File: config.mk
export PLATFORM = sky130hd
export DESIGN_NAME = bht_scheduler
export DESIGN_NICKNAME = d
export VERILOG_FILES = /design/src/rtl/bht_scheduler.sv
export SDC_FILE = /design/constraint.sdc
export NUM_CORES = 1
export LEC_CHECK = 0
export ABC_CLOCK_PERIOD_IN_PS = 5250
export CORE_MARGIN = 2
export CORE_UTILIZATION = 25
export CTS_CLUSTER_SIZE = 16
export DETAILED_ROUTE_END_ITERATION = 7
export PLACE_DENSITY = 0.43
export SLEW_MARGIN = 5
export SYNTH_ARGS = -nofsm -noshare
export SYNTH_HDL_FRONTEND = slang
export SYNTH_SLANG_ARGS = --single-unit
export TNS_END_PERCENT = 1
File: constraint.sdc
create_clock -name clk -period 5.25 [get_ports clk]
set_input_delay 1.575 -clock clk [delete_from_list [all_inputs] [get_ports clk]]
set_output_delay 1.575 -clock clk [all_outputs]
set_load 0.05 [all_outputs]
File: src/rtl/bht_scheduler.sv
// bht_scheduler
//   Branch history table of 2^IDX_W two-bit saturating counters. The table has
//   one access slot per cycle. That slot is shared between fetch-side
//   prediction lookups and execute-side resolution updates. Updates are
//   buffered in a small in-order queue, so execute never waits on fetch.
//
// Ports
//   clk, rst      rising-edge clock; asynchronous active-high reset
//   req_valid     fetch requests a prediction for req_idx
//   req_ready     lookup granted this cycle (combinational)
//   pred_valid    pred_taken is valid, one cycle after the grant (registered)
//   pred_taken    predicted direction, 1 = taken (holds while pred_valid=0)
//   upd_valid     resolved branch (upd_idx, upd_taken) presented by execute
//   upd_ready     update queue has room at the start of this cycle
//   q_count       current update queue occupancy
module bht_scheduler #(
  parameter int          IDX_W      = 4,
  parameter int          QDEPTH     = 4,
  parameter int          STARVE_LIM = 3,
  parameter logic [1:0]  INIT       = 2'b11
) (
  input  logic                      clk,
  input  logic                      rst,
  input  logic                      req_valid,
  input  logic [IDX_W-1:0]          req_idx,
  output logic                      req_ready,
  output logic                      pred_valid,
  output logic                      pred_taken,
  input  logic                      upd_valid,
  input  logic [IDX_W-1:0]          upd_idx,
  input  logic                      upd_taken,
  output logic                      upd_ready,
  output logic [$clog2(QDEPTH):0]   q_count
);

  localparam int NENT  = 2 ** IDX_W;
  localparam int PTR_W = $clog2(QDEPTH);
  localparam int CNT_W = PTR_W + 1;
  localparam int SW    = $clog2(STARVE_LIM + 1);

  typedef enum logic [1:0] {
    SLOT_IDLE,
    SLOT_LOOKUP,
    SLOT_DRAIN
  } slot_e;

  logic [1:0]       r_table [NENT];
  logic [IDX_W-1:0] r_qIdx  [QDEPTH];
  logic             r_qTaken[QDEPTH];
  logic [PTR_W-1:0] r_wrPtr;
  logic [PTR_W-1:0] r_rdPtr;
  logic [CNT_W-1:0] r_count;
  logic [SW-1:0]    r_starve;
  logic             r_predValid;
  logic             r_predTaken;

  slot_e            w_slot;
  logic             w_qEmpty;
  logic             w_qFull;
  logic             w_enq;
  logic             w_pop;
  logic [IDX_W-1:0] w_headIdx;
  logic             w_headTaken;
  logic [1:0]       w_headVal;
  logic [1:0]       w_newVal;

  assign w_qEmpty    = (r_count == '0);
  assign w_qFull     = (r_count == CNT_W'(QDEPTH));
  assign w_headIdx   = r_qIdx[r_rdPtr];
  assign w_headTaken = r_qTaken[r_rdPtr];
  assign w_headVal   = r_table[w_headIdx];

  // Slot arbitration. A full queue always wins so execute keeps flowing; a
  // starved queue wins once fetch has had STARVE_LIM grants in a row;
  // otherwise fetch has priority and the queue soaks up otherwise idle slots.
  always_comb begin
    w_slot = SLOT_IDLE;
    if (w_qFull) begin
      w_slot = SLOT_DRAIN;
    end else if (!w_qEmpty && (r_starve == SW'(STARVE_LIM))) begin
      w_slot = SLOT_DRAIN;
    end else if (req_valid) begin
      w_slot = SLOT_LOOKUP;
    end else if (!w_qEmpty) begin
      w_slot = SLOT_DRAIN;
    end
  end

  assign req_ready  = (w_slot == SLOT_LOOKUP);
  assign upd_ready  = !w_qFull;
  assign w_enq      = upd_valid && upd_ready;
  assign w_pop      = (w_slot == SLOT_DRAIN);
  assign pred_valid = r_predValid;
  assign pred_taken = r_predTaken;
  assign q_count    = r_count;

  // Saturating step of the counter at the queue head; it pins at 0 and 3.
  always_comb begin
    w_newVal = w_headVal;
    if (w_headTaken && (w_headVal != 2'd3)) begin
      w_newVal = w_headVal + 2'd1;
    end else if (!w_headTaken && (w_headVal != 2'd0)) begin
      w_newVal = w_headVal - 2'd1;
    end
  end

  // Queue payload storage. It needs no reset because the pointers and the
  // count decide which entries are live.
  always_ff @(posedge clk) begin
    if (w_enq) begin
      r_qIdx[r_wrPtr]   <= upd_idx;
      r_qTaken[r_wrPtr] <= upd_taken;
    end
  end

  // Table, queue control, starvation tracking and the prediction register.
  // Reset discards any queued updates and restores every counter to INIT.
  always_ff @(posedge clk or posedge rst) begin
    if (rst) begin
      for (int i = 0; i < NENT; i++) begin
        r_table[i] <= INIT;
      end
      r_wrPtr     <= '0;
      r_rdPtr     <= '0;
      r_count     <= '0;
      r_starve    <= '0;
      r_predValid <= 1'b0;
      r_predTaken <= 1'b0;
    end else begin
      r_predValid <= (w_slot == SLOT_LOOKUP);
      if (w_slot == SLOT_LOOKUP) begin
        r_predTaken <= r_table[req_idx][1];
      end

      if (w_pop) begin
        r_table[w_headIdx] <= w_newVal;
        r_rdPtr            <= r_rdPtr + 1'b1;
      end

      if (w_enq) begin
        r_wrPtr <= r_wrPtr + 1'b1;
      end

      case ({w_enq, w_pop})
        2'b10:   r_count <= r_count + 1'b1;
        2'b01:   r_count <= r_count - 1'b1;
        default: r_count <= r_count;
      endcase

      // Only lookups that bypass waiting updates count toward starvation.
      if ((w_slot == SLOT_LOOKUP) && !w_qEmpty) begin
        if (r_starve != SW'(STARVE_LIM)) begin
          r_starve <= r_starve + 1'b1;
        end
      end else begin
        r_starve <= '0;
      end
    end
  end

endmodule

== After elaboration in Yosys (flattened, before gate mapping) ==
Memories as Yosys holds them, arrays and structs flattened.
Cells that the tools add are included.
W data, S select, Z words.

* Memories kept: 2
* Output and inout bits: 7
* Flip-flop bits (word level): 43
* Memory bits (writable): 20
* Logic and storage cells: 77
* Input port bits: 13

* Bitwise logic cells: 2
* Reduce and logical (&&, ||, !) cells: 12
* Equality and inequality tests: 9
* Add/subtract/negate cells: 7
* Muxes and demuxes: 20
* Order comparisons: 3

{| class="wikitable"
|+ Memories
! name !! words !! bits a word !! rd ports !! clocked after memory_dff !! write ports !! line !! text
|-
| r_qIdx || 4 || 4 || 1 || 0 || 1 || 48 || <nowiki>logic [IDX_W-1:0] r_qIdx [QDEPTH];</nowiki>
|-
| r_qTaken || 4 || 1 || 1 || 0 || 1 || 49 || <nowiki>logic r_qTaken[QDEPTH];</nowiki>
|}

{| class="wikitable"
|+ Operator list
! kind !! number
|-
| $bwmux W32 || 1
|-
| $mux W2 || 13
|-
| $bmux W2 S4 || 2
|-
| $ge A5 B5 Y1 const B || 2
|-
| $not A4 Y5 || 2
|-
| $add A2 B1 Y2 const B || 4
|-
| $demux W2 S4 || 1
|-
| $eq A2 B2 Y1 const B || 3
|-
| $logic_and A1 B1 Y1 || 6
|-
| $pmux W3 S2 || 1
|-
| $lt A5 B1 Y1 const B || 1
|-
| $eq A2 B1 Y1 const B || 2
|-
| $ne A2 B2 Y1 const B || 2
|-
| $reduce_bool A2 Y1 || 2
|-
| $add A3 B1 Y3 const B || 1
|-
| $eq A3 B3 Y1 const B || 1
|-
| $logic_not A1 Y1 || 3
|-
| $logic_not A3 Y1 || 1
|-
| $sub A3 B1 Y3 const B || 1
|-
| $mux W1 || 2
|-
| $ne A2 B1 Y1 const B || 1
|-
| $sub A2 B1 Y2 const B || 1
|}

== Logic depth before layout (Yosys ltp) ==
An unclocked memory read counts as a cell.

* Depth after elaboration: 10
* Gate-level depth with buffers: 13
* Depth with buffers taken out: 10

== Worst setup path before layout ==
No wires, ideal clock.

* Path type: input port to output port
* Start: input req_valid
* End: output req_ready
* Arrival: 2048 ps
* Setup slack: 1627 ps
* Path buffers: 0
* Cell stages on the path: 1
* Path through: and3_1

* Longest elaborated chain between the ends: 4

{| class="wikitable"
|+ RTL lines
! item !! line !! text
|-
| from (decl) || 24 || <nowiki>input logic req_valid,</nowiki>
|-
| $mux W2 || 82 || <nowiki>end else if (req_valid) begin</nowiki>
|-
| $mux W2 || 80 || <nowiki>end else if (!w_qEmpty && (r_starve == SW'(STARVE_LIM))) begin</nowiki>
|-
| $mux W2 || 78 || <nowiki>if (w_qFull) begin</nowiki>
|-
| $eq A2 B1 Y1 || 89 || <nowiki>assign req_ready = (w_slot == SLOT_LOOKUP);</nowiki>
|-
| to (decl) || 26 || <nowiki>output logic req_ready,</nowiki>
|}

Every way passes these cells.

== Final worst setup path ==
Ends and elaborated chain as after synthesis.

==> run_results.csv <==
group,metric,value,unit
sta,slew_headroom,0.399,
route,firstDrtPassIters,4,
grt,grt-ovfl-total,0,
route,wl,7350,um
logic_synthesis,synthesis.nets,270,
sta,rsz0062_at_grt,"no",
grt,grt_pass1_vias,2173,
grt,grt_pass1_wl,11800,um
die,dieWidth,120,um
route,vias,2086,
die,num_io_pins,20,
sta,hold_viol,0,
logic_synthesis,yosysSeqAreaShare,0.510,
final_layout,num_antenna_cells,0,
sta,worst_slew_pin_slew,0.900,ns
final_layout,final_nets,293,
setup_path,cp.arrival,3.10,ns
final_layout,layout-drive-gt1-share,0.330,
route,ant_nets,0,
die,fp.coreArea,0.0132,sq mm
route,wl_per_cell,16.3,um
route,vias_per_cell,4.62,
grt,grt_start_max_net_pins,24,
setup_path,slowest_delay,0.82,ns
sta,fmax,214,MHz
clock_network,clock_tree.root_cell,"clkbuf_16",
place,place.gp.congestion,0.753,
sta,clock_skew,0.00542,ns
route,drt_iter0_drc,61,
logic_synthesis,syn_area_per_cell,13.6,sq um
clock_network,post_cts_buffers,0,
die,fp.dieH,120,um
logic_synthesis,synth_area_leaders,"dfstp_2, edfxtp_1, mux4_2",
logic_synthesis,yosys_warnings,0,
setup_path,cp-start-kind,"input pin",
logic_synthesis,yosysUniqueCellTypes,47,
sta,post-route-period-util,0.891,
clock_network,cts_resized,0,
setup_path,path_class,"in2out",
sta,fin_crit,4.68,ns
sta,report.final.slew_viol_count,0,
run_status,status,"finished clean",
die,rows,42,
logic_synthesis,syn_area,0.00337,sq mm
clock_network,hold_buffers,0,
hold_path,hold_class,"reg2reg",
clock_network,clk_pin_slew,0.05,ns
die,start_util,0.255,
flow_run,cap_violations,0,
logic_synthesis,synth_top_area_frac,0.250,
route,drcViolationCount,0,
setup_path,crit_top_cell,"clkdlybuf4s50_1",
grt,grt_usage,0.109,
sta,finalSetupViolCount,0,
clock_network,cts_tree,"yes",
logic_synthesis,syn_inst,248,
final_layout,area_delta_synth_final,19.7,%
setup_path,cp.required,3.68,ns
hold_path,hold_depth,1,
grt,antenna_found_initial,0,
setup_path,worstSetupEndpointType,"primary output",
hold_path,hold_path_end,"r_starve[0]",
place,port_buffers,19,
setup_path,worstPathCellList,"clkdlybuf4s50_1 > and3_1 > clkdlybuf4s50_1",
setup_path,ff2ff_path_depth,9,
setup_path,r2r_setup_slack,1.44,ns
setup_path,rr_startpoint,"r_rdPtr[0]",
place,dp_hpwl,5530,um
logic_synthesis,yosys_register_bits,63,
die,dieArea,0.0144,sq mm
sta,tns,0,ns
clock_network,clock_latency,0.33,ns
clock_network,cts_buffer_depth,2,
clock_network,cts_sinks,63,
clock_network,cts_buffers,9,
setup_path,reg2reg_to,"r_table[31]",
hold_path,holdCritStartpoint,"r_starve[0]",
setup_path,cp_max_fo,3,
clock_network,ctsHtreeMaxLevel,3,
logic_synthesis,yosys.area.top_type,"dfstp_2",
setup_path,crit_slowest_cell,"clkdlybuf4s50_1",
[per-stage QoR]
step / instances / utilization / hold WS (ns) / cell area, sq um / setup slack, ns
floorplan: 248 / - / 0.419 / 3370 / 1.63
global placement: 436 / 0.282 / 0.438 / 3720 / 0.597
detailed placement: 436 / 0.282 / 0.432 / 3720 / 0.558
CTS: 452 / 0.306 / 0.442 / 4030 / 0.549
global route: 452 / 0.306 / 0.484 / 4030 / 0.484
finish: 452 / 0.306 / 0.440 / 4030 / 0.572
[worst max-delay path, delay by kind of cell]
family	cells	cell delay [ns]
buf+inv	2	1.31
simple gates	1	0.21
[registers in the layout (all words and copies together) (netlist names)]
signal,flops
r_wrPtr,2
r_rdPtr,2
q_count,3
pred_valid,1
r_table,32
r_qIdx,16
r_qTaken,4
r_starve,2
pred_taken,1
[worst max-delay path by stage]
stage	startpoint	to	cells past startpoint
after global placement	req_valid	req_ready	3
after detailed placement	req_valid	req_ready	3
after global routing	req_valid	req_ready	3
after floorplan	req_valid	req_ready	1
final	req_valid	req_ready	3
after CTS	req_valid	req_ready	3
[synth_stat cells, drive strengths merged]
cell type	number
o211ai	1
ha	8
nand2	17
a211o	1
nor3	6
nor2	23
or3	1
o22ai	3
o221ai	1
a2111oi	1
dfrtp	11
a21o	1
o31ai	1
nand3	6
clkbuf	3
inv	9
or2	3
a31oi	8
a2111o	1
a211oi	1
mux4	14
nand2b	5
edfxtp	20
fa	1
mux2i	12
o41ai	9
o2111ai	1
o211a	1
dfstp	32
nor2b	3
buf	5
and3	6
o311ai	1
mux2	19
nor4	1
xnor2	3
xor2	7
a21oi	2
[kinds of logic (layout without fill, tap and decap cells)]
family                   count (synthesis)  in the layout  synth area share
flip-flops                              63             63             0.510
buffers and inverters                   17             45            0.0282
adder cells (fa/ha/maj)                  9              9            0.0357
AO/OA/AOI/OAI                           33             33             0.101
XOR/XNOR                                10             10            0.0260
multiplexers                            45             45             0.196
AND/OR/NAND/NOR                         71             71             0.103
[cells in the final DEF (no fill, tap or decap), types with 2 or more instances in the layout]
master | Yosys | routed
mux4_2 | 13 | 13
nor2_1 | 23 | 23
o22ai_1 | 2 | 2
mux2_1 | 3 | 3
mux2i_2 | 2 | 2
clkinv_4 | 0 | 4
nand3_1 | 6 | 6
clkbuf_16 | 0 | 9
mux2i_1 | 10 | 10
nor3_2 | 2 | 2
ha_1 | 8 | 8
dfstp_2 | 32 | 32
mux2_2 | 16 | 16
nand2_1 | 17 | 17
nor2b_1 | 3 | 3
and3_1 | 6 | 6
inv_1 | 9 | 9
a21oi_1 | 2 | 2
edfxtp_1 | 20 | 20
nand2b_1 | 5 | 5
nor3_1 | 4 | 4
clkdlybuf4s50_1 | 0 | 19
dfrtp_1 | 11 | 11
xor2_1 | 7 | 7
a31oi_1 | 8 | 8
o41ai_1 | 8 | 8
xnor2_1 | 3 | 3
[layout make-up]
cell class | instances | area (sq um)
Inverter | 9 | 33.8
Timing Repair Buffer | 20 | 198
Sequential cell | 63 | 1720
Multi-Input combinational cell | 168 | 1560
Clock inverter | 7 | 81.3
Fill cell | 1323 | 9160
Clock buffer | 9 | 225
Tap cell | 176 | 220
[routing by layer]
metal  track usage  share of wire  vias up
li1              -              -      990
met1         0.148           0.49     1044
met2         0.167           0.46       39
met3        0.0200          0.033       13
met4        0.0551          0.022        0
met5             0              0        -
Power is left out: the tool's default activity adds up to more than one toggle a clock period on the data nets, which glitch-free logic cannot reach.
==> edit 1, RTL diff (same flow settings) <==
`QDEPTH`: 4 -> 8.
--- a/src/rtl/bht_scheduler.sv
+++ b/src/rtl/bht_scheduler.sv
@@ -17,3 +17,3 @@
   parameter int          IDX_W      = 4,
-  parameter int          QDEPTH     = 4,
+  parameter int          QDEPTH     = 8,
   parameter int          STARVE_LIM = 3,
Ports: changed (resized q_count); port bits go from 20 to 21. The function was not compared with the original's and may differ.
==> edit 1 against the original RTL <==
  * Global-route usage decreased by 0.21 points
  * Design area rose by 30%
  * Routed wire length grew 35%
  * Synthesized area rose by 34%
  * Setup slack lost 0.018 ns
  * Sequential cell count increased by 23
  * Critical path type unchanged
  * Critical endpoint unchanged
  * Largest cell class unchanged
Power is left out: the tool's default activity adds up to more than one toggle a clock period on the data nets, which glitch-free logic cannot reach.
==> edit 1: results (changes against the original RTL) <==
- Xor-xnor portion of the synthesized cell area: 1.56% (-1.0 points)
- Top fanout value on the critical path: 4 (+1)
- Number of synthesized flops with an enable pin: 40 (+100%)
- CTS clock-pin slew for the worst setup and hold paths: 0.07 ns (+0.02 ns)
- Fraction of the yosys area taken by sequential cells: 53.1% (+2.1 points)
- Fraction of final layout cells sized beyond drive strength 1: 30.5% (-2.5 points)
- Pin count of the biggest net entering global routing: 47 (+96%)
- Vias in the first global route: 2777 (+28%)
- Buffer depth of the longest clock path: 2 (unchanged)
- Fraction of the mapped netlist area in compound gates: 8.58% (-1.5 points)
- Worst-case setup slack after placement: 0.556 ns (-0.00146 ns)
- Final setup skew: 0.0118 ns (+0.00638 ns)
- HPWL after DPL: 7.01 mm (+27%)
- Class of the tightest hold or removal check: register to register
- Outcome: finished, final reports clean
- Via Count: 2743 (+31%)
- Setup Fix Bufs, Post-CTS: 0 (unchanged)
- CP Data Arrival Time: 3.12 ns (+0.02 ns)
- Post-CTS sizing: 0 (unchanged)
- Number of nets produced by synthesis: 360 (+33%)
- Ranking of synthesized cells by area: sky130_fd_sc_hd__edfxtp_1 27%, sky130_fd_sc_hd__dfstp_2 19%, sky130_fd_sc_hd__dfrtp_1 7.8%
- Hold_sp: r_starve[0]
- Number of H-tree levels: 3 (unchanged)
- Final Non-Filler Cells: 596 (+32%)
- Biggest regs: r_qIdx (32), r_table (32), r_qTaken (8)
- Number of cells traversed by the worst register-to-register path: 12 (+3)
- Initial detailed-routing violation count: 134 (+120%)
- Maximum cell stage delay along the critical path: 0.82 ns (about the same)
- Port bufs: 20 (+1)
- Yosys warnings: 0 (unchanged)
- Crit path launch: req_valid
- Yosys cell types: 52 (+11%)
- Net count of the finished layout: 383 (+31%)
- Most numerous cell types in the synthesized netlist: 49 x sky130_fd_sc_hd__nand2_1, 40 x sky130_fd_sc_hd__edfxtp_1, 32 x sky130_fd_sc_hd__dfstp_2
- Weighted congestion reported at the end of routability-driven placement: 0.764 (+1.5%)
- Arithmetic-cell share of the synthesized area counting full adders, half adders and majority gates: 2.22% (-1.3 points)
- Global-route wire length before repair: 15.7 mm (+33%)
- GRT Resource Usage Total: 10.7% (-0.21 points)
- Post-synthesis instance total: 339 (+37%)
- Reg2reg start: r_rdPtr[1]
- Wire length after detailed routing: 9.90 mm (+35%)
- Remaining max-slew budget at the tightest pin: 31.9% (-8.0 points)
- Cell taking the most area after synthesis: sky130_fd_sc_hd__edfxtp_1
- Slowest-stage cell, CP: sky130_fd_sc_hd__clkdlybuf4s50_1
- Number of antenna violations at the first check in global routing: 0 (unchanged)
- Pre-Repair DR Iteration Count: 4 (unchanged)
- Cts bufs inserted: 9 (unchanged)
- WHS Path Cells: 1 (unchanged)
- Fraction of synthesized area in multiplexers: 20.0% (+0.36 points)
- Clock latency reported for the late side of the worst-skew pair: 0.35 ns (+0.02 ns)
- CTS root buf: sky130_fd_sc_hd__clkbuf_16
- Post-place instance area: 0.00491 mm2 (+32%)
- DP Cell Count: 580 (+33%)
- Async S/R FF share, synth: 53.5% (-15 points)
## edit 1: cell type report
cell class / instances / area (um2)
inverters: 5 / 18.8
clock buffers: 9 / 225
well taps: 229 / 287
multi-input cells: 234 / 1970
fillers: 1796 / 12600
flip-flops and latches: 86 / 2390
clock inverters: 7 / 93.8
repair buffers: 26 / 245
## edit 1: worst paths after layout
path                               endpoint  slack, ns
worst min register to register  r_starve[0]       0.45
max in group asynchronous        q_count[2]       2.85
worst max register to register  r_table[13]       1.03
worst max-delay path              req_ready       0.55
worst min-delay path            r_starve[0]       0.45
min in group asynchronous        q_count[0]       1.78
## edit 1: routing by layer
layer  global-route usage, %  part of all wire (%)  up-vias
li1                        -                     -     1329
met1                    14.3                    47     1343
met2                    16.7                    47       58
met3                    3.22                   4.8       13
met4                    3.54                   1.8        0
met5                       0                     0        -
## edit 1: critical path, delay by kind of cell
family,cells,cell delay (ns)
and+or+nand+nor,1,0.22
buffers and inverters,2,1.33
==> edit 2, RTL diff (same settings) <==
Made on the original files. Put one more register stage on the output `pred_taken`, with the module's reset. The value now appears one clock later. The other outputs are not delayed to match. Comments in the files are not updated.
--- a/src/rtl/bht_scheduler.sv
+++ b/src/rtl/bht_scheduler.sv
@@ -93,3 +93,9 @@
   assign pred_valid = r_predValid;
-  assign pred_taken = r_predTaken;
+  always_ff @(posedge clk or posedge rst) begin
+    if (rst) begin
+      pred_taken <= '0;
+    end else begin
+      pred_taken <= r_predTaken;
+    end
+  end
   assign q_count    = r_count;
Check against the original RTL: not equivalent (Yosys sat finds a counterexample within 4 cycles, from zero or initial values and one cycle with rst high).
==> edit 2 against the original RTL <==
  * Synthesized area up 3.1%
  * Design area up 3.1%
  * Setup slack better by 0.018 ns
  * Sequential cell count up 1
  * Routed wire length up 5.2%
  * Worst hold slack worse by 0.028 ns
  * Non-clock buffer count up 1
Power is not shown: default switching activity piles up to over one toggle a cycle in this logic, so the estimate is an artifact.
==> edit 2: results (changes against the original RTL) <==
- Outcome: finished, final reports clean
- Ranking of synthesized cells by area: sky130_fd_sc_hd__dfstp_2 24%, sky130_fd_sc_hd__edfxtp_1 17%, sky130_fd_sc_hd__mux4_2 9.1%
- CP Data Arrival Time: 3.09 ns (about the same)
- DP Cell Count: 460 (+5.5%)
- Fraction of the yosys area taken by sequential cells: 50.2% (-0.80 points)
- Number of cells traversed by the worst register-to-register path: 11 (+2)
- Post-place instance area: 0.00382 mm2 (+2.5%)
- Via-to-Cell Ratio: 4.67 (+1.1%)
- Worst-case setup slack after placement: 0.580 ns (+0.0220 ns)
- Wire length after detailed routing: 7.73 mm (+5.2%)
- Hold_sp: r_predTaken
- WHS Path Cells: 0 (-1)
- Mean instance size in the synthesized netlist: 12.9 um2 (-5.3%)
- Pin count of the biggest net entering global routing: 45 (+88%)
- Async S/R FF share, synth: 68.8% (+0.50 points)
- GRT Resource Usage Total: 11.4% (+0.43 points)
- End of the worst register-to-register path: r_table[13]
- Final setup skew: 0.00662 ns (+0.00120 ns)
- Fraction of final layout cells sized beyond drive strength 1: 30.4% (-2.6 points)
- GR Layer Usage met2: 17.1% (+0.35 points)
- Via Count: 2221 (+6.5%)
- HPWL after DPL: 5.62 mm (+1.6%)
- Min Tclk post-route: 4.66 ns (-0.0183 ns)
- Number of nets produced by synthesis: 292 (+8.1%)
- Most numerous cell types in the synthesized netlist: 32 x sky130_fd_sc_hd__dfstp_2, 21 x sky130_fd_sc_hd__nand2_1, 20 x sky130_fd_sc_hd__edfxtp_1, 20 x sky130_fd_sc_hd__mux2_2, 14 x sky130_fd_sc_hd__mux4_2
- Global-route wire length before repair: 12.6 mm (+6.5%)
- Worst hold path endpoint: pred_taken
- GR met1 Demand/Resource: 15.4% (+0.56 points)
- Met3 track demand over resource: 3.37% (+1.4 points)
- Remaining max-slew budget at the tightest pin: 54.9% (+15 points)
[edit 2: layout make-up]
class / instances / area (um2)
Tap cell: 180 / 225
Fill cell: 1381 / 9560
Sequential cell: 64 / 1740
Inverter: 13 / 48.8
Multi-Input combinational cell: 182 / 1600
Clock inverter: 6 / 109
Clock buffer: 10 / 229
Timing Repair Buffer: 21 / 205
[edit 2: cell families after synthesis]
family                     Yosys count  share of synthesized area [%]
adders and majority gates            9                           3.46
buffers and inverters               24                           3.86
xor gates and xnor gates            10                           2.52
and+or+nand+nor                     77                           11.0
AOI/OAI and AO/OA                   41                           10.2
muxes                               45                           18.8
DFF                                 64                           50.2
[edit 2: per-layer routing]
layer	wire, um	vias up
met5	0	-
met4	152	0
met3	357	11
met2	3540	42
met1	3680	1093
li1	-	1075
[edit 2: critical path: stages]
cell and delay [ns]:
sky130_fd_sc_hd__clkdlybuf4s50_1 0.49, sky130_fd_sc_hd__and3_1 0.20, sky130_fd_sc_hd__clkdlybuf4s50_1 0.82
